==> src/rtl/pixel_sink_pkg.sv <==
// Shared types and constants for the pixel_sink frame-buffer write path.
package pixel_sink_pkg;

    localparam int unsigned SCREEN_W = 320;
    localparam int unsigned SCREEN_H = 240;
    localparam int unsigned ADDR_W   = 17;
    localparam int unsigned COLOR_W  = 3;
    localparam int unsigned X_W      = 9;
    localparam int unsigned Y_W      = 8;
    localparam int unsigned PIXEL_W  = X_W + Y_W + COLOR_W;
    localparam int unsigned FB_LAST  = 76799;

    typedef enum logic [1:0] {
        IDLE,
        CALC,
        WRITE,
        CLEAR
    } state_t;

    typedef struct packed {
        logic [X_W-1:0]     x;
        logic [Y_W-1:0]     y;
        logic [COLOR_W-1:0] color;
    } pixel_t;

    // y*320 + x built from shifts, truncated to the RAM address width
    function automatic logic [ADDR_W-1:0] fb_addr(input pixel_t p);
        return (ADDR_W'(p.y) << 8) + (ADDR_W'(p.y) << 6) + ADDR_W'(p.x);
    endfunction

    function automatic logic in_range(input pixel_t p);
        return (p.x < X_W'(SCREEN_W)) && (p.y < Y_W'(SCREEN_H));
    endfunction

endpackage

==> src/rtl/pixel_sink_fifo.sv <==
// pixel_fifo: synchronous first-word-fall-through FIFO with registered full/empty flags.
module pixel_fifo #(
    parameter int unsigned DEPTH = 8,
    parameter int unsigned WIDTH = 20
) (
    input  logic                   clk,
    input  logic                   resetn,
    input  logic                   push,
    input  logic [WIDTH-1:0]       din,
    input  logic                   pop,
    output logic [WIDTH-1:0]       dout_c,
    output logic                   full,
    output logic                   empty,
    output logic [$clog2(DEPTH):0] level_c
);

    localparam int unsigned AW = $clog2(DEPTH);
    localparam int unsigned PW = AW + 1;

    logic [WIDTH-1:0] mem [DEPTH];
    logic [PW-1:0]    wptr, rptr, wptr_nxt, rptr_nxt;
    logic             do_push, do_pop;

    assign do_push  = push && !full;
    assign do_pop   = pop && !empty;
    assign wptr_nxt = wptr + PW'(do_push);
    assign rptr_nxt = rptr + PW'(do_pop);

    // Flags are computed from the next pointers so they change on the same edge as the push/pop
    always_ff @(posedge clk) begin
        if (!resetn) begin
            wptr  <= '0;
            rptr  <= '0;
            full  <= 1'b0;
            empty <= 1'b1;
        end else begin
            wptr  <= wptr_nxt;
            rptr  <= rptr_nxt;
            full  <= (wptr_nxt[AW] != rptr_nxt[AW]) && (wptr_nxt[AW-1:0] == rptr_nxt[AW-1:0]);
            empty <= (wptr_nxt == rptr_nxt);
        end
    end

    always_ff @(posedge clk) begin
        if (do_push) begin
            mem[wptr[AW-1:0]] <= din;
        end
    end

    assign dout_c  = mem[rptr[AW-1:0]];
    assign level_c = wptr - rptr;

endmodule

==> src/rtl/pixel_sink.sv <==
// pixel_sink: buffers drawer pixel writes and commits them, or a full-screen clear, to the frame buffer.
// Optional macro PIXEL_SINK_CLIP_EN discards off-screen pixels at pop instead of aliasing them.
module pixel_sink
    import pixel_sink_pkg::*;
#(
    parameter int unsigned        FIFO_DEPTH  = 8,
    parameter logic [COLOR_W-1:0] CLEAR_COLOR = 3'b000
) (
    input  logic               clk,
    input  logic               resetn,
    input  logic               plot,
    input  logic [X_W-1:0]     x_in,
    input  logic [Y_W-1:0]     y_in,
    input  logic [COLOR_W-1:0] color_in,
    input  logic               clear,
    output logic               full,
    output logic               busy,
    output logic               overflow,
    output logic               clear_done,
    output logic               mem_we,
    output logic [ADDR_W-1:0]  mem_addr,
    output logic [COLOR_W-1:0] mem_data,
    input  logic               mem_ready
);

    localparam int unsigned LW = $clog2(FIFO_DEPTH) + 1;

    state_t             state_q, state_d;
    pixel_t             pix_q, pix_d;
    pixel_t             plot_pix, fifo_dout_c;
    logic [LW-1:0]      fifo_level_c;
    logic               fifo_empty, fifo_pop, fifo_nonempty_nxt;
    logic [ADDR_W-1:0]  clr_cnt_q, clr_cnt_d;
    logic [ADDR_W-1:0]  mem_addr_d;
    logic [COLOR_W-1:0] mem_data_d;
    logic               mem_we_d, clear_pending_q, clear_pending_d;
    logic               clear_done_d, overflow_d, busy_d;

    assign plot_pix = '{x: x_in, y: y_in, color: color_in};

    pixel_fifo #(
        .DEPTH (FIFO_DEPTH),
        .WIDTH (PIXEL_W)
    ) u_fifo (
        .clk     (clk),
        .resetn  (resetn),
        .push    (plot),
        .din     (plot_pix),
        .pop     (fifo_pop),
        .dout_c  (fifo_dout_c),
        .full    (full),
        .empty   (fifo_empty),
        .level_c (fifo_level_c)
    );

    always_ff @(posedge clk) begin
        if (!resetn) begin
            state_q         <= IDLE;
            pix_q           <= '0;
            clr_cnt_q       <= '0;
            clear_pending_q <= 1'b0;
            mem_we          <= 1'b0;
            mem_addr        <= '0;
            mem_data        <= '0;
            clear_done      <= 1'b0;
            overflow        <= 1'b0;
            busy            <= 1'b0;
        end else begin
            state_q         <= state_d;
            pix_q           <= pix_d;
            clr_cnt_q       <= clr_cnt_d;
            clear_pending_q <= clear_pending_d;
            mem_we          <= mem_we_d;
            mem_addr        <= mem_addr_d;
            mem_data        <= mem_data_d;
            clear_done      <= clear_done_d;
            overflow        <= overflow_d;
            busy            <= busy_d;
        end
    end

    always_comb begin
        state_d         = state_q;
        pix_d           = pix_q;
        clr_cnt_d       = clr_cnt_q;
        mem_we_d        = mem_we;
        mem_addr_d      = mem_addr;
        mem_data_d      = mem_data;
        clear_done_d    = 1'b0;
        fifo_pop        = 1'b0;
        overflow_d      = overflow || (plot && full);
        clear_pending_d = clear_pending_q || (clear && (state_q != CLEAR));

        case (state_q)
            IDLE: begin
                if (clear_pending_q) begin
                    state_d         = CLEAR;
                    clear_pending_d = 1'b0;
                    clr_cnt_d       = '0;
                    mem_we_d        = 1'b1;
                    mem_addr_d      = '0;
                    mem_data_d      = CLEAR_COLOR;
                end else if (!fifo_empty) begin
                    fifo_pop = 1'b1;
`ifdef PIXEL_SINK_CLIP_EN
                    if (in_range(fifo_dout_c)) begin
                        pix_d   = fifo_dout_c;
                        state_d = CALC;
                    end
`else
                    pix_d   = fifo_dout_c;
                    state_d = CALC;
`endif
                end
            end
            CALC: begin
                mem_addr_d = fb_addr(pix_q);
                mem_data_d = pix_q.color;
                mem_we_d   = 1'b1;
                state_d    = WRITE;
            end
            WRITE: begin
                if (mem_ready) begin
                    mem_we_d = 1'b0;
                    state_d  = IDLE;
                end
            end
            CLEAR: begin
                if (mem_ready) begin
                    if (clr_cnt_q == ADDR_W'(FB_LAST)) begin
                        mem_we_d     = 1'b0;
                        clear_done_d = 1'b1;
                        state_d      = IDLE;
                    end else begin
                        clr_cnt_d  = clr_cnt_q + ADDR_W'(1);
                        mem_addr_d = clr_cnt_q + ADDR_W'(1);
                    end
                end
            end
            default: state_d = IDLE;
        endcase

        // busy tracks the post-edge occupancy so it rises with the accepting edge
        fifo_nonempty_nxt = (plot && !full) ||
                            ((fifo_level_c != '0) && !(fifo_pop && (fifo_level_c == LW'(1))));
        busy_d = (state_d != IDLE) || clear_pending_d || fifo_nonempty_nxt;
    end

endmodule
==> config.mk <==
export PLATFORM = sky130hd
export DESIGN_NAME = pixel_sink
export DESIGN_NICKNAME = d
export VERILOG_FILES = /design/src/rtl/pixel_sink_pkg.sv /design/src/rtl/pixel_sink_fifo.sv /design/src/rtl/pixel_sink.sv
export SDC_FILE = /design/constraint.sdc
export NUM_CORES = 1
export LEC_CHECK = 0
export BUFFER_PORTS_ARGS = -buffer_cell sky130_fd_sc_hd__buf_2
export CAP_MARGIN = 5
export CORE_MARGIN = 2
export CORE_UTILIZATION = 55
export CTS_CLUSTER_SIZE = 20
export DETAILED_ROUTE_END_ITERATION = 10
export GPL_TIMING_DRIVEN = 0
export PLACE_DENSITY = 0.74
export SLEW_MARGIN = 20
export SYNTH_ARGS = -nofsm -noshare
export SYNTH_HDL_FRONTEND = slang
export SYNTH_SLANG_ARGS = --single-unit
==> constraint.sdc <==
create_clock -name clk -period 4.95 [get_ports clk]
set_clock_uncertainty 0.15 [all_clocks]
set_input_delay 1.485 -clock clk [delete_from_list [all_inputs] [get_ports clk]]
set_output_delay 1.485 -clock clk [all_outputs]
set_load 0.02 [all_outputs]
# Word-level counts from Yosys, hierarchy flattened

Memory sizes are Yosys's and may differ from the RTL's. A register that Yosys moved wholly into a read port is not among the register bits.
Cells that the tools add are included.

Add/subtract/negate cells: 6
$mul: 0
Divide/modulo/power cells: 0
Magnitude comparators: 0
Equality and inequality tests: 14
Shift operators: 0
Muxes and demuxes: 26
Bitwise gates (word level): 2
Reductions and logical operators: 28

Operators with widths:

| kind                  | number |
|---|---|
| $mux 17               | 3 |
| $pmux 17 s3           | 1 |
| $pmux 17 s2           | 1 |
| $add 16x14->17        | 1 |
| $add 17x1->17 const B | 1 |
| $add 17x9->17         | 1 |
| $eq 17x17->1 const B  | 1 |
| $mux 1                | 12 |
| $ne 2x2->1 const B    | 6 |
| $reduce_and 4->1      | 3 |
| $mux 2                | 5 |
| $add 4x1->4           | 2 |
| $pmux 2 s4            | 1 |
| $logic_and 1x1->1     | 7 |
| $pmux 3 s2            | 1 |
| $reduce_and 3->1      | 2 |
| $reduce_bool 2->1     | 3 |
| $logic_or 1x1->1      | 5 |
| $eq 2x2->1 const B    | 2 |
| $eq 4x1->1 const B    | 1 |
| $eq 4x4->1            | 1 |
| $logic_not 1->1       | 4 |
| $pmux 1 s4            | 1 |
| $reduce_bool 4->1     | 1 |
| 9 further kinds       | 10 |

Flip-flop bits (word level): 54
Bits in latches: 0
RAM bits: 160
Bits in read-only memories: 0
Bits of input ports: 25
Output and inout port bits: 25
Logic and storage cells: 90
Memories kept: 1

Memories:

| memory     | words | width | rd ports | clocked after memory_dff | wr ports | RTL line              | text |
|---|---|---|---|---|---|---|---|
| u_fifo.mem | 8     | 20    | 1        | 1                        | 1        | pixel_sink_fifo.sv:20 | `logic [WIDTH-1:0] mem [DEPTH];` |

# Longest topological paths before layout

Gate-level depths: netlist of run 1.

Word-level depth: 8
Mapped depth: 9
Depth with buffers taken out: 9

# Hierarchy

Synthesis of run 1 repeated with hierarchy kept, for this count alone.

Cells, all modules: 771
Area, all modules: 10218.6 um^2

Modules (own cells, without submodules):

| module     | times used | cells each | area an instance (um^2) | seq. area each (um^2) |
|---|---|---|---|---|
| pixel_fifo | 1          | 338        | 6617.6                  | 5004.8 |
| pixel_sink | 1          | 433        | 3601.0                  | 1281.2 |

# Least setup slack after synthesis of run 1

No wires, ideal clock.

Kind: input -> register
Start: input plot
End: memory u_fifo.mem[2][0] (enable)
Library setup time: 448 ps
Data arrival time: 3555 ps
Data required time: 4352 ps
Setup slack: 797 ps
Stages: 2
Path buffers: 0
Cells stage by stage: nand2b_1 > nor4_1

Longest elaborated chain between the ends: 3

RTL lines:

| element                      | RTL line              | text |
|---|---|---|
| start, declared              | pixel_sink.sv:11      | `input logic plot,` |
| $logic_and 1x1->1            | pixel_sink_fifo.sv:24 | `assign do_push = push && !full;` |
| $mux 1                       | pixel_sink_fifo.sv:45 | `if (do_push) begin` |
| $mux 1 (implied by the code) | pixel_sink_fifo.sv:46 | `mem[wptr[AW-1:0]] <= din;` |
| end, declared                | pixel_sink_fifo.sv:20 |  |

Every way passes these cells.

# Worst setup path after layout of run 1

Start: register state_q[1]
End: register u_fifo.empty

Longest elaborated chain between the ends: 5

RTL lines:

| element                | RTL line              | text |
|---|---|---|
| start, declared        | pixel_sink.sv:28      | `state_t state_q, state_d;` |
| start signal, assigned | pixel_sink.sv:69      | `state_q <= state_d;` |
| $logic_not 2->1        | pixel_sink.sv:94      | `case (state_q)` |
| $mux 1                 | pixel_sink.sv:94      |  |
| $logic_and 1x1->1      | pixel_sink_fifo.sv:25 | `assign do_pop = pop && !empty;` |
| $add 4x1->4            | pixel_sink_fifo.sv:27 | `assign rptr_nxt = rptr + PW'(do_pop);` |
| $eq 4x4->1             | pixel_sink_fifo.sv:40 | `empty <= (wptr_nxt == rptr_nxt);` |
| end signal, assigned   | pixel_sink_fifo.sv:40 |  |
| end, declared          | pixel_sink_fifo.sv:13 | `output logic empty,` |

Every way passes these cells.
A chain may end at the register's enable or synchronous reset.

==> results of run 1 <==
==> registers in the layout, indices dropped and copies added (netlist names) <==
signal and count:
u_fifo.full 1, u_fifo.wptr 4, u_fifo.mem 160, mem_addr 17, u_fifo.empty 1, pix_q 20
u_fifo.rptr 4, busy 1, overflow 1, clear_done 1, clr_cnt_q 17, clear_pending_q 1
mem_data 3, state_q 2, mem_we 1
==> metrics by stage <==
stage | cells | setup WS, ps | power, mW
after floorplan | 713 | 797 | 3.05
after global placement | 990 | -1000 | 3.32
after detailed placement | 1007 | 1470 | 3.37
after CTS | 1050 | 1580 | 5.13
after global routing | 1050 | 1580 | 5.32
final | 1050 | 1890 | 5.10
==> cell usage after synthesis (5+ instances only) <==
master    instances
a211oi_1         27
a21oi_1          29
a22o_1            5
and2_1            8
buf_2            11
clkbuf_1         29
dfxtp_1          74
edfxtp_1        160
ha_1             23
inv_1            20
mux2i_1          23
mux4_2           40
nand2_1          40
nand2b_1          7
nand3_1          17
nand4_1           7
nor2_1           53
nor3_1           17
nor4_1           10
o21ai_0          12
o31ai_1           5
xnor2_1           8
xor2_1           15
==> area by class of cell <==
| class | instances | area (µm²) | share of cell area, % |
|---|---|---|---|
| plain buffers | 43 | 175 | 1.53 |
| clock buffers | 27 | 643 | 5.61 |
| clock inverters | 16 | 143 | 1.24 |
| inverters | 20 | 75.1 | 0.654 |
| multi-input cells | 416 | 3510 | 30.6 |
| flip-flops and latches | 234 | 6290 | 54.8 |
| well taps | 229 | 287 | 2.50 |
| repair buffers | 65 | 350 | 3.05 |
==> power by group through the flow <==
stage / sequential, mW / combinational [mW] / clock (mW)
2_1_floorplan: 2.33 / 0.719 / 0
5_1_grt: 2.30 / 1.15 / 1.87
3_5_place_dp: 2.33 / 1.04 / 0
6_report: 2.29 / 1.05 / 1.76
4_1_cts: 2.29 / 1.06 / 1.79
3_3_place_gp: 2.32 / 1.00 / 0
==> worst min-delay path by stage <==
stage | end | slack (ps)
finish | mem_addr[2] | 310
detailed placement | overflow | 300
global route | mem_addr[5] | 340
CTS | mem_addr[2] | 310
global placement | mem_addr[1] | 290
floorplan | clr_cnt_q[1] | 310
==> kinds of logic after synthesis <==
group	Yosys count
xor gates and xnor gates	23
adders and majority gates	26
and+or+nand+nor	182
DFF	234
muxes	64
buffers and inverters	63
AOI/OAI and AO/OA	121
==> worst max-delay path, stage by stage, from the launching register on <==
cell and delay (ps):
dfxtp_1 290, clkbuf_1 200, nor4_2 690, clkbuf_1 470
ha_1 280, ha_1 180, xor2_1 220, xnor2_1 130
o41ai_1 350
==> routing by layer <==
layer	part of all wire (%)	wire, µm	vias up	global-route usage (%)
li1	-	-	2935	-
met1	41	9350	3178	30.9
met2	50	11600	216	41.0
met3	5.4	1250	63	3.83
met4	3.6	828	0	8.93
met5	0	0	-	0
==> layout by cell type, fill, tap and decap left out, drive strengths merged, types with 6 or more instances in the layout <==
| cell type | count |
|---|---|
| nor2 | 53 |
| mux4 | 40 |
| inv | 20 |
| dfxtp | 74 |
| clkbuf | 56 |
| o21ai | 12 |
| a21oi | 29 |
| xor2 | 15 |
| nand2 | 40 |
| xnor2 | 8 |
| o31ai | 6 |
| nand3 | 19 |
| clkinvlp | 7 |
| edfxtp | 160 |
| nand4 | 7 |
| a211oi | 27 |
| buf | 79 |
| nor4 | 10 |
| nor3 | 17 |
| ha | 23 |
| nand2b | 7 |
| mux2i | 23 |
| clkinv | 7 |
| and2 | 8 |
==> metrics.yaml, run 1 <==
outcome:
  outcome: "finished, final reports clean"
synthesis:
  synth-adder-area-share_pct: 3.48
  synth_top_area_share_pct: 48.1
  synth_seq_cells: 234
  syn_inst: 713
  synth_mux_area_share_pct: 11.4
  synth_area_leaders: "edfxtp_1 48%, dfxtp_1 15%, mux4_2 9.0%"
  synth.cell_area_mm2: 0.0100
  ys_seq_area_share_pct: 62.9
  synth_top_flop_cell: "edfxtp_1"
  synth_top_area_cell: "edfxtp_1"
  synth_compound_area_share_pct: 8.65
  synth_top_family_by_area: "multiplexers"
  avgSynthCellArea_um2: 14.0
  synth_nets: 764
  synth-simple-area-share_pct: 9.06
  synth_cell_types: 60
  synthXorXnorAreaFrac_pct: 2.01
  synth-edff-count: 160
  synthArstFlopShare_pct: 0
  yosys_warnings: 0
global_routing:
  antenna_found_initial: 0
  grt_usage_pct: 23.9
  grt_pass1_vias: 6483
  grt_max_degree: 21
  grt.overflow.total: 0
  grt_pass1_wl_mm: 36.2
power:
  internal_power_mw: 3.67
  clockPowerShare_pct: 34.5
  p_leak_nw: 4.10
  powerDensity_mw_per_mm2: 445
  swShare_pct: 28.0
  peakVddDrop_uv: 401
  switching_power_mw: 1.43
  power.share.combinational_pct: 20.6
  power_frac_seq_pct: 44.8
drt:
  drt.antenna.violating_nets: 0
  wirelength_mm: 23.0
  wl_per_cell_um: 21.9
  vias_per_cell: 6.09
  drcViolationCount: 0
  drt_iter0_markers: 525
  firstDrtPassIters: 5
  dr_total_vias: 6392
critical_path:
  rrSetupSlack_ps: 1890
  r2r-start: "state_q[1]"
  worstSetupPathType: "reg -> reg"
  end_kind: "register"
  r2r.worst_path.cells: 8
  crit_path_start: "state_q[1]"
  cp-start-kind: "register"
  r2r-end: "u_fifo.empty"
  required_ps: 5210
  crit_end: "u_fifo.empty"
  critPathMaxFanout: 10
  arrival_ps: 3310
sta:
  setup_viol: 0
  timing.hold.ws_ps: 307
  min_period_over_period_pct: 61.8
  finalHoldViolations: 0
  rsz0062_at_grt: "no"
  fin_setup_tns_ps: 0
  period_minus_slack_ps: 3060
  clock.fmax_mhz: 327
  max_slew_margin_pct: 40.9
  worst_pin_slew_ps: 887
  report.final.slew_viol_count: 0
clocking:
  root_buffer: "clkbuf_16"
  cts_hold_buf: 0
  numCtsBuffers: 25
  clk_pin_slew_ps: 60
  postCtsResizedCells: 0
  cts_htree_levels: 1
  cts.path.max_buffers: 3
  clkSinkCount: 234
  post_cts_buffers: 0
  clock_latency_ps: 520
  cts_tree: "done"
floorplanning:
  die_w_um: 139
  die_area_mm2: 0.0193
  core_mm2: 0.0179
  initial_core_util_pct: 55.8
  core.rowCount: 49
  die_h_um: 139
  ios: 50
placed_design:
  portBuffers: 48
  place.gp.congestion: 0.893
  dp_hpwl_mm: 16.4
  post_dp_cell_area_mm2: 0.0107
finish:
  fin_nets: 856
  fillers: 1324
  drive_gt1_share_pct: 21.1
  fin_area_mm2: 0.0115
  antenna_cells: 0
  postLayoutCoreUtil_pct: 64.1
  area_delta_synth_final_pct: 14.8
min_path:
  hp-class: "reg -> reg"
  min_from: "mem_addr[2]"
  min_path_cells: 2
flow_run:
  cap_violations: 0
Note: power is estimated with default switching activity, not from simulation.
==> run 2: changes to the inputs <==
--- a/config.mk
+++ b/config.mk
@@ -12,7 +12,7 @@
 export CTS_CLUSTER_SIZE = 20
 export DETAILED_ROUTE_END_ITERATION = 10
 export GPL_TIMING_DRIVEN = 0
-export PLACE_DENSITY = 0.74
+export PLACE_DENSITY = 0.77
 export SLEW_MARGIN = 20
 export SYNTH_ARGS = -nofsm -noshare
 export SYNTH_HDL_FRONTEND = slang
==> constraint.sdc (replaced) <==
create_clock -name clk -period 2.6 [get_ports clk]
set_clock_uncertainty 0.15 [all_clocks]
set_input_delay 0.78 -clock clk [delete_from_list [all_inputs] [get_ports clk]]
set_output_delay 0.78 -clock clk [all_outputs]
set_load 0.02 [all_outputs]
==> run 2 against run 1 <==
Cell count increased by 0.19%. Sequential power is 91% higher. Utilization is 0.85 points higher. Register-to-register slack worse by 1800 ps. Non-clock buffer count is 1 higher. Combinational power rose by 110%. Total power is 90% higher. Sequential share of layout area is 0.67 points lower. Via count decreased by 0.88%. Fmax grew 20%. Largest power group unchanged.
==> metrics.yaml, run 2 (synthesized netlist as in run 1, its figures left out) <==
global_routing:
  antenna_found_initial: 1
  grt_pass1_vias: 6415
  grt_usage_pct: 24.0
  grt_max_degree: 21
  grt.overflow.total: 0
  grt_pass1_wl_mm: 35.9
critical_path:
  end_kind: "register"
  r2r-end: "mem_addr[13]"
  rrSetupSlack_ps: 50
  r2r-start: "pix_q[4]"
  worstSetupPathType: "reg -> reg"
  critPathMaxFanout: 4
  r2r.worst_path.cells: 9
  cp-start-kind: "register"
  arrival_ps: 2810
  required_ps: 2860
sta:
  max_slew_margin_pct: 39.3
  timing.hold.ws_ps: 297
  period_minus_slack_ps: 2550
  setup_viol: 0
  finalHoldViolations: 0
  clock.fmax_mhz: 392
  worst_slack_ps: 49.1
  min_period_over_period_pct: 98.1
  worst_pin_slew_ps: 911
  rsz0062_at_grt: "yes"
  report.final.slew_viol_count: 0
clocking:
  cts.path.max_buffers: 3
  cts_hold_buf: 0
  numCtsBuffers: 24
  clkSinkCount: 234
  clk_pin_slew_ps: 60
  root_buffer: "clkbuf_16"
  clock_latency_ps: 530
  cts_tree: "done"
  cts_htree_levels: 1
finish:
  layout_common_cells: "160 x edfxtp_1, 70 x dfxtp_1, 59 x buf_2, 52 x nor2_1"
  layout_commonest_cell: "edfxtp_1"
  area_delta_synth_final_pct: 16.3
  largest_reg_flops: 160
  fin_nets: 856
  fillers: 1302
  drive_gt1_share_pct: 23.6
placed_design:
  portBuffers: 48
  place.gp.congestion: 0.914
  pre_cts_slack_ps: -747
  dp_hpwl_mm: 15.8
drt:
  drt.antenna.violating_nets: 0
  vias_per_cell: 6.02
  dr_total_vias: 6336
  wirelength_mm: 23.1
  drcViolationCount: 0
  wl_per_cell_um: 22.0
  drt_iter0_markers: 542
  firstDrtPassIters: 5
min_path:
  min_from: "mem_addr[1]"
  min_path_cells: 2
  hold_end: "mem_addr[1]"
  hp-class: "reg -> reg"
floorplanning:
  ios: 50
  initial_core_util_pct: 55.8
  core_mm2: 0.0179
  die_h_um: 139
  die_w_um: 139
  die_area_mm2: 0.0193
  core.rowCount: 49
outcome:
  outcome: "finished, final reports clean"
flow_run:
  cap_violations: 0
power:
  powerDensity_mw_per_mm2: 835
  peakVddDrop_uv: 730
  p_leak_nw: 4.14
run 2: cell count changes in the layout (fill, tap and decap cells not counted), moves of 3 or more:
cell        delta
nor4_4         +4
buf_4          +4
clkinvlp_4     -7
buf_2          -7
ha_1           -3
dfxtp_1        -4
dfxtp_2        +4
clkinv_2       +6
nor4_2         -4
run 2: how the worst max path moves through the flow:
stage,slack (ps),startpoint,cells after the start,to
after floorplan,-500,plot,4,u_fifo.mem[5][0]
after global placement,-1980,plot,5,u_fifo.mem[4][14]
after detailed placement,-750,state_q[1],8,u_fifo.empty
after CTS,7,pix_q[19],9,mem_addr[13]
after global routing,-90,u_fifo.wptr[2],4,u_fifo.mem[6][18]
final,50,pix_q[4],9,mem_addr[13]
run 2: report_power, final:
group	switching, mW	leakage [nW]	internal, mW	total (mW)
Combinational	1.27	1.71	0.893	2.16
Clock	1.39	0.368	1.80	3.19
Sequential	0.152	2.06	4.22	4.37
Total	2.81	4.14	6.91	9.71
run 2: critical path: stages, from the launching register on:
cell and delay [ps]:
dfxtp_2 340, ha_1 290, ha_2 200, inv_1 70, fa_2 400, nor2b_2 140, o31a_1 250, or4_1 150
nand3_2 80, o311a_1 330
run 2: final cells by class:
class,instances,area [µm²],area share [%]
antenna,1,2.50,0.0215
buffer,43,191,1.65
clock buffer,27,612,5.26
clock inverter,16,124,1.07
inverter,20,75.1,0.646
multi-input combinational,416,3640,31.4
sequential,234,6290,54.1
tap,229,287,2.46
timing repair buffer,66,398,3.42
run 2: layer usage:
metal  routed length, µm  vias to the layer above  GRT usage [%]
li1                    -                     2927              -
met3                1350                       48           4.42
met4                 783                        0           7.34
met2               12000                      234           43.3
met1                9050                     3127           29.4
met5                   0                        -              0
run 2: through the flow:
step                TNS [ps]  utilization [%]  area, µm²  power, mW  cells
CTS                        0             64.4      11500       9.65   1048
finish                     0             64.9      11600       9.71   1052
global route           -2280             64.9      11600       10.1   1052
detailed placement    -17970             59.9      10700       6.43   1004
global placement     -239820             58.9      10500       6.33    990
floorplan             -39470                -      10000       5.81    713
run 2: what timing repair did:
action                     CTS  global route
pin swaps                    3             9
buffers inserted             1             3
setup endpoints to repair   14            53
resized for setup           14            17
